$ cat src/rtl/bus_pkg.sv
// Shared definitions for the memory-bus fabric: FSM encoding, error codes
// and the default read data returned on an error termination.
package bus_pkg;

   typedef enum logic [1:0] {
      IDLE   = 2'd0,
      ACTIVE = 2'd1,
      TURN   = 2'd2
   } state_t;

   localparam logic [1:0] ERR_NONE     = 2'b00;
   localparam logic [1:0] ERR_UNMAPPED = 2'b01;
   localparam logic [1:0] ERR_TIMEOUT  = 2'b10;

   localparam logic [31:0] DEFAULT_ERR_RDATA = 32'hDEAD_BEEF;

endpackage

$ cat src/rtl/mem_bus_fabric_if.sv
// Core-side native memory bus (picorv32 style valid/ready handshake).
// The core drives through the master modport, the fabric sits on slave.
interface mem_bus_fabric_if;
   logic        mem_valid;
   logic [31:0] mem_addr;
   logic [31:0] mem_rdata;
   logic        mem_ready;

   modport master (output mem_valid, output mem_addr,
                   input  mem_rdata, input  mem_ready);

   modport slave  (input  mem_valid, input  mem_addr,
                   output mem_rdata, output mem_ready);
endinterface

$ cat src/rtl/mem_bus_fabric_addr_decode.sv
// Combinational base/mask address decoder. Overlapping windows resolve to
// the lowest slave index.
module addr_decode #(
   parameter int                       NUM_SLAVES = 5,
   parameter logic [NUM_SLAVES*32-1:0] SLAVE_BASE = {NUM_SLAVES{32'h0}},
   parameter logic [NUM_SLAVES*32-1:0] SLAVE_MASK = {NUM_SLAVES{32'h0}},
   parameter int                       IDX_W      = (NUM_SLAVES > 1) ? $clog2(NUM_SLAVES) : 1
) (
   input  logic [31:0]      addr,
   output logic             hit_any,
   output logic [IDX_W-1:0] idx
);

   logic [NUM_SLAVES-1:0] hit;

   generate
      for (genvar gi = 0; gi < NUM_SLAVES; gi++) begin : g_hit
         assign hit[gi] = (addr & SLAVE_MASK[gi*32 +: 32]) == SLAVE_BASE[gi*32 +: 32];
      end
   endgenerate

   assign hit_any = |hit;

   // Priority encode: scan downwards so the lowest hitting index is kept last.
   always_comb begin
      idx = '0;
      for (int i = NUM_SLAVES - 1; i >= 0; i--) begin
         if (hit[i]) begin
            idx = IDX_W'(i);
         end
      end
   end

endmodule

$ cat src/rtl/mem_bus_fabric.sv
// Memory-bus interconnect: decodes the core address onto one of NUM_SLAVES
// targets, tracks each transaction with a small FSM and terminates unmapped
// or stalled accesses with an error response so the core never hangs.
module mem_bus_fabric
   import bus_pkg::*;
#(
   parameter int                       NUM_SLAVES     = 5,
   parameter logic [NUM_SLAVES*32-1:0] SLAVE_BASE     = {NUM_SLAVES{32'h0}},
   parameter logic [NUM_SLAVES*32-1:0] SLAVE_MASK     = {NUM_SLAVES{32'h0}},
   parameter int                       TIMEOUT_CYCLES = 255,
   parameter logic [31:0]              ERR_RDATA      = DEFAULT_ERR_RDATA
) (
   input  logic                     clk,
   input  logic                     reset_n,
   mem_bus_fabric_if.slave          bus,
   output logic [NUM_SLAVES-1:0]    slv_sel,
   input  logic [NUM_SLAVES-1:0]    slv_ready,
   input  logic [NUM_SLAVES*32-1:0] slv_rdata,
   output logic                     bus_err,
   output logic [1:0]               err_code,
   output logic [31:0]              err_addr,
   output logic [15:0]              err_count
);

   localparam int IDX_W = (NUM_SLAVES > 1) ? $clog2(NUM_SLAVES) : 1;

   state_t            state_reg, state_next;
   logic [IDX_W-1:0]  cur_reg, cur_next;
   logic [15:0]       timer_reg, timer_next;
   logic [1:0]        err_code_reg;
   logic [31:0]       err_addr_reg;
   logic [15:0]       err_count_reg;

   logic              dec_hit;
   logic [IDX_W-1:0]  dec_idx;
   logic [31:0]       slot_rdata [NUM_SLAVES];

   logic [NUM_SLAVES-1:0] sel_c;
   logic                  ready_c;
   logic [31:0]           rdata_c;
   logic                  err_c;
   logic [1:0]            err_kind_c;

   addr_decode #(
      .NUM_SLAVES (NUM_SLAVES),
      .SLAVE_BASE (SLAVE_BASE),
      .SLAVE_MASK (SLAVE_MASK),
      .IDX_W      (IDX_W)
   ) u_decode (
      .addr    (bus.mem_addr),
      .hit_any (dec_hit),
      .idx     (dec_idx)
   );

   generate
      for (genvar gi = 0; gi < NUM_SLAVES; gi++) begin : g_slot
         assign slot_rdata[gi] = slv_rdata[gi*32 +: 32];
      end
   endgenerate

   // Next-state, select, response and error-event logic for the transaction FSM.
   always_comb begin
      state_next = state_reg;
      cur_next   = cur_reg;
      timer_next = timer_reg;
      sel_c      = '0;
      ready_c    = 1'b0;
      rdata_c    = 32'h0;
      err_c      = 1'b0;
      err_kind_c = ERR_NONE;

      case (state_reg)
         IDLE: begin
            if (bus.mem_valid) begin
               if (dec_hit) begin
                  sel_c[dec_idx] = 1'b1;
                  cur_next       = dec_idx;
                  timer_next     = 16'd1;
                  if (slv_ready[dec_idx]) begin
                     ready_c    = 1'b1;
                     rdata_c    = slot_rdata[dec_idx];
                     state_next = TURN;
                  end else begin
                     state_next = ACTIVE;
                  end
               end else begin
                  ready_c    = 1'b1;
                  rdata_c    = ERR_RDATA;
                  err_c      = 1'b1;
                  err_kind_c = ERR_UNMAPPED;
                  state_next = TURN;
               end
            end
         end

         ACTIVE: begin
            if (!bus.mem_valid) begin
               // Core withdrew the request: drop it silently.
               state_next = IDLE;
            end else if (slv_ready[cur_reg]) begin
               sel_c[cur_reg] = 1'b1;
               ready_c        = 1'b1;
               rdata_c        = slot_rdata[cur_reg];
               state_next     = TURN;
            end else if (timer_reg == 16'(TIMEOUT_CYCLES)) begin
               ready_c    = 1'b1;
               rdata_c    = ERR_RDATA;
               err_c      = 1'b1;
               err_kind_c = ERR_TIMEOUT;
               state_next = TURN;
            end else begin
               sel_c[cur_reg] = 1'b1;
               timer_next     = timer_reg + 16'd1;
            end
         end

         TURN: begin
            state_next = IDLE;
         end

         default: begin
            state_next = IDLE;
         end
      endcase

      // Outputs are held quiet for as long as reset is applied.
      if (!reset_n) begin
         sel_c   = '0;
         ready_c = 1'b0;
         rdata_c = 32'h0;
         err_c   = 1'b0;
      end
   end

   // State, timer and error registers; error state only changes on an error termination.
   always_ff @(posedge clk) begin
      if (!reset_n) begin
         state_reg     <= IDLE;
         cur_reg       <= '0;
         timer_reg     <= 16'd0;
         err_code_reg  <= ERR_NONE;
         err_addr_reg  <= 32'h0;
         err_count_reg <= 16'd0;
      end else begin
         state_reg <= state_next;
         cur_reg   <= cur_next;
         timer_reg <= timer_next;
         if (err_c) begin
            err_code_reg <= err_kind_c;
            err_addr_reg <= bus.mem_addr;
            if (err_count_reg != 16'hFFFF) begin
               err_count_reg <= err_count_reg + 16'd1;
            end
         end
      end
   end

   assign slv_sel       = sel_c;
   assign bus.mem_ready = ready_c;
   assign bus.mem_rdata = rdata_c;
   assign bus_err       = err_c;
   assign err_code      = err_code_reg;
   assign err_addr      = err_addr_reg;
   assign err_count     = err_count_reg;

endmodule

$ cat src/flat_wrapper.sv
// flat-port wrapper written by rule: the top's interface ports become plain ports
module mem_bus_fabric_flat import bus_pkg::*;
#(
   parameter int                       NUM_SLAVES     = 5,
   parameter logic [NUM_SLAVES*32-1:0] SLAVE_BASE     = {NUM_SLAVES{32'h0}},
   parameter logic [NUM_SLAVES*32-1:0] SLAVE_MASK     = {NUM_SLAVES{32'h0}},
   parameter int                       TIMEOUT_CYCLES = 255,
   parameter logic [31:0]              ERR_RDATA      = DEFAULT_ERR_RDATA
)
  (clk, reset_n, slv_sel, slv_ready, slv_rdata, bus_err, err_code, err_addr, err_count, bus_mem_valid, bus_mem_addr, bus_mem_rdata, bus_mem_ready);
  mem_bus_fabric_if bus_i ();
  input  logic clk;
  input  logic reset_n;
  output logic [NUM_SLAVES-1:0] slv_sel;
  input  logic [NUM_SLAVES-1:0] slv_ready;
  input  logic [NUM_SLAVES*32-1:0] slv_rdata;
  output logic bus_err;
  output logic [1:0] err_code;
  output logic [31:0] err_addr;
  output logic [15:0] err_count;
  input wire logic [$bits(bus_i.mem_valid)-1:0] bus_mem_valid;
  input wire logic [$bits(bus_i.mem_addr)-1:0] bus_mem_addr;
  output wire logic [$bits(bus_i.mem_rdata)-1:0] bus_mem_rdata;
  output wire logic [$bits(bus_i.mem_ready)-1:0] bus_mem_ready;
  assign bus_i.mem_valid = bus_mem_valid;
  assign bus_i.mem_addr = bus_mem_addr;
  assign bus_mem_rdata = bus_i.mem_rdata;
  assign bus_mem_ready = bus_i.mem_ready;
  mem_bus_fabric #(.NUM_SLAVES(NUM_SLAVES), .SLAVE_BASE(SLAVE_BASE), .SLAVE_MASK(SLAVE_MASK), .TIMEOUT_CYCLES(TIMEOUT_CYCLES), .ERR_RDATA(ERR_RDATA)) u_core (.clk(clk), .reset_n(reset_n), .bus(bus_i), .slv_sel(slv_sel), .slv_ready(slv_ready), .slv_rdata(slv_rdata), .bus_err(bus_err), .err_code(err_code), .err_addr(err_addr), .err_count(err_count));
endmodule
$ cat config.mk
export PLATFORM = sky130hd
export DESIGN_NAME = mem_bus_fabric_flat
export DESIGN_NICKNAME = d
export VERILOG_FILES = /design/src/rtl/bus_pkg.sv /design/src/rtl/mem_bus_fabric_if.sv /design/src/rtl/mem_bus_fabric_addr_decode.sv /design/src/rtl/mem_bus_fabric.sv /design/src/flat_wrapper.sv
export SDC_FILE = /design/constraint.sdc
export NUM_CORES = 1
export LEC_CHECK = 0
export ABC_AREA = 1
export BUFFER_PORTS_ARGS = -buffer_cell sky130_fd_sc_hd__buf_4
export CORE_AREA = 2 2 113 115
export DETAILED_ROUTE_END_ITERATION = 10
export DIE_AREA = 0 0 115 117
export GPL_ROUTABILITY_DRIVEN = 0
export GPL_TIMING_DRIVEN = 0
export PLACE_DENSITY = 0.59
export REMOVE_ABC_BUFFERS = 1
export SLEW_MARGIN = 20
export SYNTH_ARGS = -nofsm -noshare
export SYNTH_HDL_FRONTEND = slang
export SYNTH_SLANG_ARGS = --single-unit
$ cat constraint.sdc
create_clock -name clk -period 4.8 [get_ports clk]
set_input_delay 0.24 -clock clk [delete_from_list [all_inputs] [get_ports clk]]
set_output_delay 0.24 -clock clk [all_outputs]
set_load 0.05 [all_outputs]
## After elaboration in Yosys (flattened, before gate mapping)

Cells that the tools add are included.

| operators by class | value |
|---|---|
| $add $sub $neg | 2 |
| eq/ne operators | 8 |
| mux-type cells | 39 |
| reduce and logical (&&, ||, !) cells | 5 |

Operator list:

| operator | number |
|---|---|
| two-way mux 32 bit | 6 |
| two-way mux 16 bit | 4 |
| one-hot mux 32 bit (2 select lines) | 1 |
| adder 16 x 1 -> 16 bit, second input constant | 2 |
| one-hot mux 16 bit (2 select lines) | 1 |
| two-way mux 2 bit | 9 |
| == test 16 x 8 -> 1 bit, second input constant | 1 |
| inequality test 16 bit, second input constant | 1 |
| two-way mux 5 bit | 3 |
| two-way mux 1 bit | 12 |
| one-hot mux 5 bit (2 select lines) | 1 |
| inequality test 2 bit, second input constant | 4 |
| AND reduction 5 bit | 1 |
| inequality test 4 x 2 -> 1 bit, second input constant | 1 |
| one-hot mux 2 bit (2 select lines) | 1 |
| AND reduction 2 bit | 2 |
| == test 2 x 1 -> 1 bit, second input constant | 1 |
| logical NOT 2 bit | 1 |
| one-hot mux 1 bit (2 select lines) | 1 |
| nonzero test 2 bit | 1 |

| word-level totals | value |
|---|---|
| bits in registers | 68 |
| input port bits | 200 |
| output and inout port bits | 89 |
| word-level logic and storage cells | 59 |

## Logic depth before layout (Yosys ltp)

Gate-level depths: netlist of run 1.

| depth | value |
|---|---|
| word-level depth | 7 |
| gate-level depth with buffers | 12 |
| depth with buffers taken out | 11 |

## Hierarchy

Synthesis of run 1 repeated with hierarchy kept, for this count alone.

| second synthesis, totals | value |
|---|---|
| cells, all modules | 1163 |
| area, all modules | 6600.1 um2 |

By module, submodules not included:

| module | times used | cells each | area an instance (um2) | sequential area each (um2) |
|---|---|---|---|---|
| mem_bus_fabric | 1 | 1157 | 6562.5 | 1421.4 |
| addr_decode | 1 | 6 | 37.5 | 0.0 |

## Least setup slack after synthesis of run 1

Ideal clock, no wire load.

| path | value |
|---|---|
| kind | register to output |
| start point | register u_core.timer_reg[0] |
| end point | output bus_mem_ready |
| arrival time | 2.326 ns |
| data required time | 4.560 ns |
| path slack | 2.234 ns |
| cell stages (with the launch flop) | 10 |
| path buffers | 0 |
| cell sequence | dfxtp_1 ha_1 inv_1 nor2_4 nand2_4 clkinv_4 nand2_2 nand2_1 nor2_1 a211oi_1 |

| on the way | value |
|---|---|
| longest elaborated chain between the ends | 6 |

RTL lines:

| what | line | text |
|---|---|---|
| start, declared | mem_bus_fabric.sv:29 | `logic [15:0] timer_reg, timer_next;` |
| start signal, assigned | mem_bus_fabric.sv:147 | `timer_reg <= timer_next;` |
| == test 16 x 8 -> 1 bit | mem_bus_fabric.sv:105 | `end else if (timer_reg == 16'(TIMEOUT_CYCLES)) begin` |
| two-way mux 1 bit | mem_bus_fabric.sv:105 |  |
| two-way mux 1 bit | mem_bus_fabric.sv:100 | `end else if (slv_ready[cur_reg]) begin` |
| two-way mux 1 bit | mem_bus_fabric.sv:97 | `if (!bus.mem_valid) begin` |
| one-hot mux 1 bit (2 select lines) | mem_bus_fabric.sv:72 | `case (state_reg)` |
| two-way mux 1 bit | mem_bus_fabric.sv:127 | `if (!reset_n) begin` |
| end, declared | flat_wrapper.sv:24 | `output wire logic [$bits(bus_i.mem_ready)-1:0] bus_mem_ready;` |

No other way between the ends.

## Final worst setup path of run 1

| path | value |
|---|---|
| start point | input reset_n |
| end point | register u_core.err_count_reg[6], in the netlist u_core.err_count[6] |

| on the way | value |
|---|---|
| longest elaborated chain between the ends | 2 |

RTL lines:

| what | line | text |
|---|---|---|
| start, declared | flat_wrapper.sv:13 | `input logic reset_n;` |
| two-way mux 1 bit | mem_bus_fabric.sv:127 |  |
| AND reduction 2 bit (no line) | - |  |
| end signal, assigned | mem_bus_fabric.sv:152 | `err_count_reg <= err_count_reg + 16'd1;` |
| end, declared | mem_bus_fabric.sv:32 | `logic [15:0] err_count_reg;` |

Parallel ways exist; a longest one is shown, timed or not.
A chain may end at the register's enable or synchronous reset.

==> metrics.yaml, run 1 <==
logic_synthesis:
  avgSynthCellArea_um2: 6.47
  syn_inst: 555
  netlist.top_cell.by_area: "dfxtp_1"
  ys_top_cells_by_count: "nand2_1 (168), nor2_1 (95), nand3_1 (75)"
  yosys_warnings: 0
  synth_most_common_cell: "nand2_1"
  syn-cell-area_um2: 3590
  synth_edf_count: 0
  ys_ff_latch: 67
  synth-main-ff-cell: "dfxtp_1"
  synth_area_leaders: "dfxtp_1 (37%), nand2_1 (18%), nand3_1 (10%), nor2_1 (9.9%), inv_1 (3.6%)"
  async_reset_ff_frac: 0
  synth.top_cell.area_share: 0.373
  synth-seq-area-share: 0.373
  ys_types: 36
floorplanning:
  rows: 41
  start_util: 0.292
  coreArea_um2: 12300
  dieArea_um2: 13500
  die_w_um: 115
  boundaryPins: 289
  die_h_um: 117
min_path:
  min_path_type: "in2reg"
  worstHoldStart: "bus_mem_addr[14]"
  min_path_cells: 3
worst_setup_path:
  critPathRequiredTime_ns: 4.98
  arrival_ns: 3.04
  rr_worst_depth: 10
  r2r_slack_ns: 1.98
  crit_start: "reset_n"
  crit_type: "in2reg"
  reg2reg_to: "u_core.err_count[6]$_SDFFE_PN0P_"
  cp-endpoint: "u_core.err_count[6]$_SDFFE_PN0P_"
  r2r_start: "u_core.state_reg[1]$_SDFFE_PN0P_"
  crit_path_max_fanout: 54
  start_kind: "input pin"
  endpoint_kind: "register"
timing:
  skew_ns: 0.00830
  rsz0062_at_grt: "no"
  period_needed_ns: 2.86
  final_hold_viol_count: 0
  setup_viol: 0
  max_clock_freq_ghz: 0.350
  slew_headroom: 0.340
  totalNegativeSetupSlack_ns: 0
  worst_slack_ns: 1.94
  slew_violations: 0
  period_share: 0.596
  worst_slew_pin_slew_ns: 0.987
placement:
  dp_cells: 829
  post-place-ws_ns: 1.55
  placedInstanceArea_um2: 4770
  io_buffers: 151
  hpwlAfterDp_um: 7490
cells_and_area:
  instances_no_fill: 845
  area_delta_synth_final_pct: 42.1
  largest_reg_flops: 32
  drive_gt1_frac: 0.272
  fin_area_um2: 5100
  nFillCells: 1287
  final_core_util: 0.415
  finalNetCount: 892
  num_antenna_cells: 0
clock_tree:
  cts.sinks: 67
  clockBufferDepth: 2
  postCtsSetupRepairBufs: 0
  h-tree-depth: 3
  cts_root_buf: "clkbuf_16"
  cts.clk_slew.worst_paths_ns: 0.06
  cts_tree: "done"
  numCtsBuffers: 9
  hold_buffers: 0
  clkLatencyLatePin_ns: 0.33
  cts_resized: 0
power_and_ir_drop:
  vdd_drop_max_uv: 179
  p_leak_uw: 0.00246
  p_per_area_nw_per_um2: 282
routing:
  wl_um: 10500
  wire_per_inst_um: 12.4
  drc: 0
  vias: 3918
  firstDrtPassIters: 4
  ant_nets: 0
  drtIter0Drc: 119
  via_per_inst: 4.64
flow_run:
  cap_violations: 0
global_route:
  grt_antenna_before_repair: 0
  grt_max_degree: 55
  grt_pass1_wl_um: 16700
  grtUsageTotal: 0.153
  grt_overflow: 0
  grt_pass1_vias: 3649
run_status:
  outcome: "finished, final reports clean"
## area by class of cell
class | instances | area [um^2] | area share
Multi-Input combinational cell | 421 | 1950 | 0.382
Inverter | 40 | 155 | 0.0304
Tap cell | 150 | 188 | 0.0368
Sequential cell | 67 | 1340 | 0.263
Timing Repair Buffer | 151 | 1130 | 0.222
Clock buffer | 11 | 253 | 0.0495
Clock inverter | 5 | 82.6 | 0.0162
## cell families (layout without fill, tap and decap cells)
family                     Yosys count  after routing  share of synthesized area
AOI/OAI and AO/OA                   40             40                     0.0686
xor gates and xnor gates             7              7                     0.0171
adders and majority gates            2              2                    0.00697
buffers and inverters               71            207                     0.0874
DFF                                 67             67                      0.373
other                                1              5                    0.00104
and+or+nand+nor                    367            367                      0.445
## metal layers
layer / vias to the layer above / routed length (um) / track usage
met5: - / 0 / 0
met4: 0 / 125 / 0.0594
met3: 11 / 786 / 0.0530
met2: 100 / 5020 / 0.253
met1: 1783 / 4530 / 0.184
li1: 2024 / - / -
## worst min-delay path by stage
stage and endpoint:
4_1_cts u_core.err_addr[14]$_SDFFE_PN0P_, 6_report u_core.err_addr[14]$_SDFFE_PN0P_, 5_1_grt u_core.err_addr[31]$_SDFFE_PN0P_, 2_1_floorplan u_core.err_addr[0]$_SDFFE_PN0P_
3_5_place_dp u_core.err_code[1]$_SDFFE_PN0P_, 3_3_place_gp u_core.err_code[1]$_SDFFE_PN0P_
## report_power, final
group | switching, uW | internal, uW
combinational | 88.4 | 54.9
sequential | 1.78 | 558
clock | 252 | 485
total | 342 | 1100
## placed cells by master, fill, tap and decap left out, types with 2 or more instances in the layout
master	count
xor2_1	5
a211oi_1	2
nor2_4	3
clkbuf_8	2
nand3_2	2
nand2_1	168
inv_2	5
dfxtp_1	67
nand2_2	3
clkinv_4	2
nand3_1	75
nor2_1	95
clkbuf_16	9
o21ai_0	3
buf_4	151
o21bai_1	6
a31oi_1	4
o21ai_1	7
conb_1	5
ha_1	2
nand3b_1	4
nor2_2	3
and2_1	2
bufinv_16	2
a21oi_1	16
xnor2_1	2
inv_1	34
nor3_1	3
nand4_1	5
## metrics by stage
| step | hold slack, ns | power [uW] |
|---|---|---|
| after floorplan | 0.350 | 641 |
| after global placement | 0.432 | 713 |
| after detailed placement | 0.435 | 715 |
| after CTS | 0.0929 | 1450 |
| after global routing | 0.111 | 1490 |
| final | 0.100 | 1440 |
## worst max-delay path, cell delays in order
cell and delay, ns:
buf_4 0.41, nand3_2 0.19, inv_2 0.31, nand2_1 0.19, inv_2 0.10, nand4_4 0.57
nor2_2 0.72, nand3_1 0.13, nand2_1 0.10, nor2_1 0.04
No activity file was read; power rests on OpenSTA's default activity.
==> run 2: changes to the inputs <==
==> constraint.sdc (replaced) <==
create_clock -name clk -period 2.8 [get_ports clk]
set_input_delay 0.14 -clock clk [delete_from_list [all_inputs] [get_ports clk]]
set_output_delay 0.14 -clock clk [all_outputs]
set_load 0.05 [all_outputs]
==> metrics.yaml, run 2 (same netlist as run 1, synthesis figures left out) <==
power_and_ir_drop:
  p_int_uw: 1890
  power_frac_clock: 0.509
  p_comb_frac: 0.106
  p_leak_uw: 0.00252
  vdd_drop_max_uv: 311
  power_switching_uw: 596
  p_seq_frac: 0.385
  sw_frac_of_total: 0.239
  p_per_area_nw_per_um2: 473
routing:
  ant_nets: 0
  wire_per_inst_um: 13.0
  via_per_inst: 4.65
  wl_um: 11200
  vias: 4007
  firstDrtPassIters: 5
  drc: 0
  drtIter0Drc: 112
timing:
  slew_violations: 0
  final_hold_viol_count: 0
  period_share: 0.900
  rsz0062_at_grt: "no"
  worst_slack_ns: 0.280
  slew_headroom: 0.399
  worst_slew_pin_slew_ns: 0.900
  period_needed_ns: 2.52
  max_clock_freq_ghz: 0.397
  setup_viol: 0
  skew_ns: 0.00642
global_route:
  grt_pass1_vias: 3687
  gr-usage-met3: 0.0505
  met2_usage: 0.260
  grtUsageMet1: 0.185
  grt_max_degree: 55
  grt_pass1_wl_um: 17000
  grt_overflow: 0
  grt_antenna_before_repair: 0
  grt.busiest_layer: "met2"
  grtUsageTotal: 0.155
clock_tree:
  cts.clk_slew.worst_paths_ns: 0.06
  numCtsBuffers: 9
  h-tree-depth: 3
  clockBufferDepth: 2
  cts_root_buf: "clkbuf_16"
  clkLatencyLatePin_ns: 0.33
  postCtsSetupRepairBufs: 0
  cts_tree: "done"
  cts.sinks: 67
cells_and_area:
  finalNetCount: 908
  layout_commonest_cell: "nand2_1"
  area_delta_synth_final_pct: 46.7
  drive_gt1_frac: 0.269
  final_core_util: 0.428
  nFillCells: 1264
  num_antenna_cells: 0
  largest_reg_flops: 32
  layout_common_cells: "nand2_1 (168), buf_4 (151), nor2_1 (95)"
placement:
  hpwlAfterDp_um: 7490
  post-place-ws_ns: -0.353
  io_buffers: 151
min_path:
  worstHoldStart: "bus_mem_addr[5]"
  min_path_type: "in2reg"
  min_path_cells: 3
  min_to: "u_core.err_addr[5]$_SDFFE_PN0P_"
floorplanning:
  start_util: 0.292
  boundaryPins: 289
  coreArea_um2: 12300
  die_h_um: 117
  rows: 41
  dieArea_um2: 13500
  die_w_um: 115
worst_setup_path:
  endpoint_kind: "output pin"
  crit_type: "reg2out"
  rr_worst_depth: 10
  arrival_ns: 2.38
  critPathRequiredTime_ns: 2.66
  start_kind: "register"
  r2r_slack_ns: 0.33
  reg2reg_to: "u_core.err_count[6]$_SDFFE_PN0P_"
  r2r_start: "u_core.state_reg[1]$_SDFFE_PN0P_"
  crit_path_max_fanout: 27
flow_run:
  cap_violations: 0
run_status:
  outcome: "finished, final reports clean"
==> run 2: worst max-delay path: stages, from the launching register on <==
cell,delay (ns)
dfxtp_1,0.34
inv_2,0.06
nand3_2,0.10
inv_2,0.30
nand2_1,0.27
inv_2,0.19
nand4_4,0.38
nand2_1,0.18
buf_4,0.22
==> run 2: stage by stage <==
step	cell area (um^2)	setup TNS (ns)	total power (uW)	cells	hold WS, ns
final	5270	0	2490	861	0.00326
after global routing	5270	0	2570	861	0.0120
after CTS	5250	0	2510	859	0.000105
after detailed placement	4770	-3.45	1230	829	0.338
after global placement	4770	-3.02	1220	829	0.333
after floorplan	3450	0	1100	528	0.250
==> run 2: metal layers <==
layer,part of all wire,vias to the layer above
met1,0.43,1826
met3,0.076,11
li1,-,2057
met4,0.014,0
met2,0.48,113
met5,0,-
==> run 2: how the worst max path moves through the flow <==
stage                                      from                               end
2_1_floorplan  u_core.timer_reg[0]$_SDFFE_PN0P_                     bus_mem_ready
3_3_place_gp                            reset_n  u_core.err_count[3]$_SDFFE_PN0P_
3_5_place_dp                            reset_n  u_core.err_count[3]$_SDFFE_PN0P_
4_1_cts        u_core.timer_reg[0]$_SDFFE_PN0P_                           bus_err
5_1_grt        u_core.state_reg[1]$_SDFFE_PN0P_                  bus_mem_rdata[5]
6_report       u_core.state_reg[1]$_SDFFE_PN0P_                 bus_mem_rdata[13]
==> run 2: final cells by class <==
cell class / count / area (um^2) / share of cell area
clock buffers: 11 / 253 / 0.0480
clock inverters: 5 / 82.6 / 0.0157
well taps: 150 / 188 / 0.0356
flip-flops and latches: 67 / 1340 / 0.255
repair buffers: 165 / 1270 / 0.242
multi-input cells: 423 / 1980 / 0.375
inverters: 40 / 155 / 0.0294
==> run 2: power by group through the flow <==
stage	clock, uW	combinational (uW)	sequential, uW
after floorplan	0	120	980
after global placement	0	243	980
after detailed placement	0	246	980
after CTS	1290	262	959
after global routing	1320	282	959
final	1270	263	959
==> run 2: timing repair <==
action / 4_1_cts / 5_1_grt
resized for setup: 1 / 0
pin swaps: 0 / 1
hold buffers: 14 / 0
endpoints found under the hold margin: 14 / 0
setup endpoints to repair: 10 / 32
gates cloned: 0 / 2
==> run 3: changes to the inputs <==
==> constraint.sdc (replaced) <==
create_clock -name clk -period 2.35 [get_ports clk]
set_input_delay 0.1175 -clock clk [delete_from_list [all_inputs] [get_ports clk]]
set_output_delay 0.1175 -clock clk [all_outputs]
set_load 0.05 [all_outputs]
==> metrics.yaml, run 3 (same netlist as run 1, synthesis figures left out) <==
worst_setup_path:
  r2r_start: "u_core.timer_reg[1]$_SDFFE_PN0P_"
  crit_top_cell: "nor2_4"
  crit_start: "u_core.timer_reg[1]$_SDFFE_PN0P_"
  critPathRequiredTime_ns: 2.23
  rr_worst_depth: 11
  reg2reg_to: "u_core.err_count[13]$_SDFFE_PN0P_"
  critPathMaxStageDelay_ns: 0.39
  cp_num_cells: 8
  crit_family: "simple AND/OR/NAND/NOR gates"
  cp-endpoint: "bus_err"
  critical-path-slowest-cell: "nor2_4"
  crit_path_max_fanout: 11
  r2r_slack_ns: 0.26
  crit_type: "reg2out"
  worst-path-buf-inv: 3
  arrival_ns: 2.12
  endpoint_kind: "output pin"
  start_kind: "register"
  crit_chain: "ha_4, inv_1, nor2_4, nand2_4, clkinv_4, nand3_4, nor2_4, buf_4"
global_route:
  grt.busiest_layer: "met2"
  gr-usage-met3: 0.0453
  grt_max_degree: 47
  grt_pass1_vias: 3811
  grtUsageMet1: 0.203
  grt_pass1_wl_um: 18000
  grtUsageTotal: 0.167
  grt_overflow: 0
  grt_antenna_before_repair: 0
  met2_usage: 0.286
timing:
  final_hold_viol_count: 0
  skew_ns: 0.00642
  period_needed_ns: 2.24
  worst_slew_pin_slew_ns: 0.881
  slew_violations: 0
  setup_viol: 0
  whs_ns: 0.00649
  max_clock_freq_ghz: 0.446
  period_share: 0.954
  slew_headroom: 0.411
  rsz0062_at_grt: "no"
run_status:
  outcome: "finished, final reports clean"
cells_and_area:
  num_antenna_cells: 0
  layout_common_cells: "nand2_1 (166), buf_4 (153), nor2_1 (94)"
  finalNetCount: 924
  area_delta_synth_final_pct: 52.4
  nFillCells: 1237
  layout_commonest_cell: "nand2_1"
  largest_reg_flops: 32
  drive_gt1_frac: 0.278
clock_tree:
  h-tree-depth: 3
  cts.clk_slew.worst_paths_ns: 0.06
  cts_root_buf: "clkbuf_16"
  clockBufferDepth: 2
  numCtsBuffers: 9
  clkLatencyLatePin_ns: 0.33
  cts.sinks: 67
  cts_tree: "done"
routing:
  wire_per_inst_um: 13.1
  ant_nets: 0
  vias: 4107
  firstDrtPassIters: 4
  drc: 0
  via_per_inst: 4.68
  drtIter0Drc: 123
  wl_um: 11500
power_and_ir_drop:
  p_per_area_nw_per_um2: 545
  vdd_drop_max_uv: 374
  p_leak_uw: 0.00258
  fin_total_pwr_uw: 2980
placement:
  hpwlAfterDp_um: 7490
  io_buffers: 151
floorplanning:
  boundaryPins: 289
  rows: 41
  die_h_um: 117
  dieArea_um2: 13500
  start_util: 0.292
  die_w_um: 115
  coreArea_um2: 12300
min_path:
  min_path_type: "in2reg"
flow_run:
  cap_violations: 0
[run 3: cell types whose count changed in the layout (fill, tap and decap cells not counted), moves of 2 or more]
cell           change
buf_4              +2
dlygate4sd3_1     +11
nand2_1            -2
nand2_2            +2
nand4_4            +2
[run 3: tightest hold or removal path, delay by kind of cell]
family        cells  cell delay [ns]
buf+inv           1             0.08
simple gates      2             0.11
[run 3: layer usage]
metal | wire [um] | part of all wire
met1 | 4850 | 0.42
met3 | 846 | 0.074
met2 | 5650 | 0.49
met4 | 151 | 0.013
met5 | 0 | 0
[run 3: what timing repair did]
action                                  CTS  global route
hold endpoints to repair                 25             0
hold buffers                             25             0
cloned                                    4             0
endpoints found under the setup margin   37            57
setup buffers                             2             1
resized for setup                         4             9
pin swaps                                 2             2
[run 3: per-stage QoR]
step	worst slack, ns	utilization	cell area, um^2	setup TNS, ns	instances
after global routing	0.0195	0.445	5480	0	877
after detailed placement	-0.781	0.387	4770	-14.87	829
final	0.109	0.445	5480	0	877
after floorplan	-0.0930	-	3450	-0.0930	528
after global placement	-0.736	0.387	4770	-11.95	829
after CTS	0.0330	0.441	5430	0	876
[run 3: cell type report]
class	instances	area (um^2)	share of cell area
clock buffers	11	253	0.0462
clock inverters	5	82.6	0.0151
inverters	40	158	0.0288
multi-input cells	425	2040	0.373
flip-flops and latches	67	1340	0.245
well taps	150	188	0.0343
repair buffers	179	1410	0.258
[run 3: worst min-delay path by stage]
stage	startpoint	end	slack (ns)	cells past startpoint
6_report	bus_mem_addr[26]	u_core.err_addr[26]$_SDFFE_PN0P_	0.006	3
2_1_floorplan	bus_mem_addr[0]	u_core.err_addr[0]$_SDFFE_PN0P_	0.23	2
3_5_place_dp	bus_mem_addr[28]	u_core.err_addr[28]$_SDFFE_PN0P_	0.32	3
5_1_grt	bus_mem_addr[27]	u_core.err_addr[27]$_SDFFE_PN0P_	0.01	3
3_3_place_gp	bus_mem_addr[15]	u_core.err_addr[15]$_SDFFE_PN0P_	0.31	3
4_1_cts	bus_mem_addr[26]	u_core.err_addr[26]$_SDFFE_PN0P_	0.003	3
[run 3: where the power goes]
| part | switching (uW) | internal, uW | total (uW) |
|---|---|---|---|
| Clock | 516 | 990 | 1510 |
| Combinational | 193 | 141 | 334 |
| Sequential | 4.72 | 1140 | 1140 |
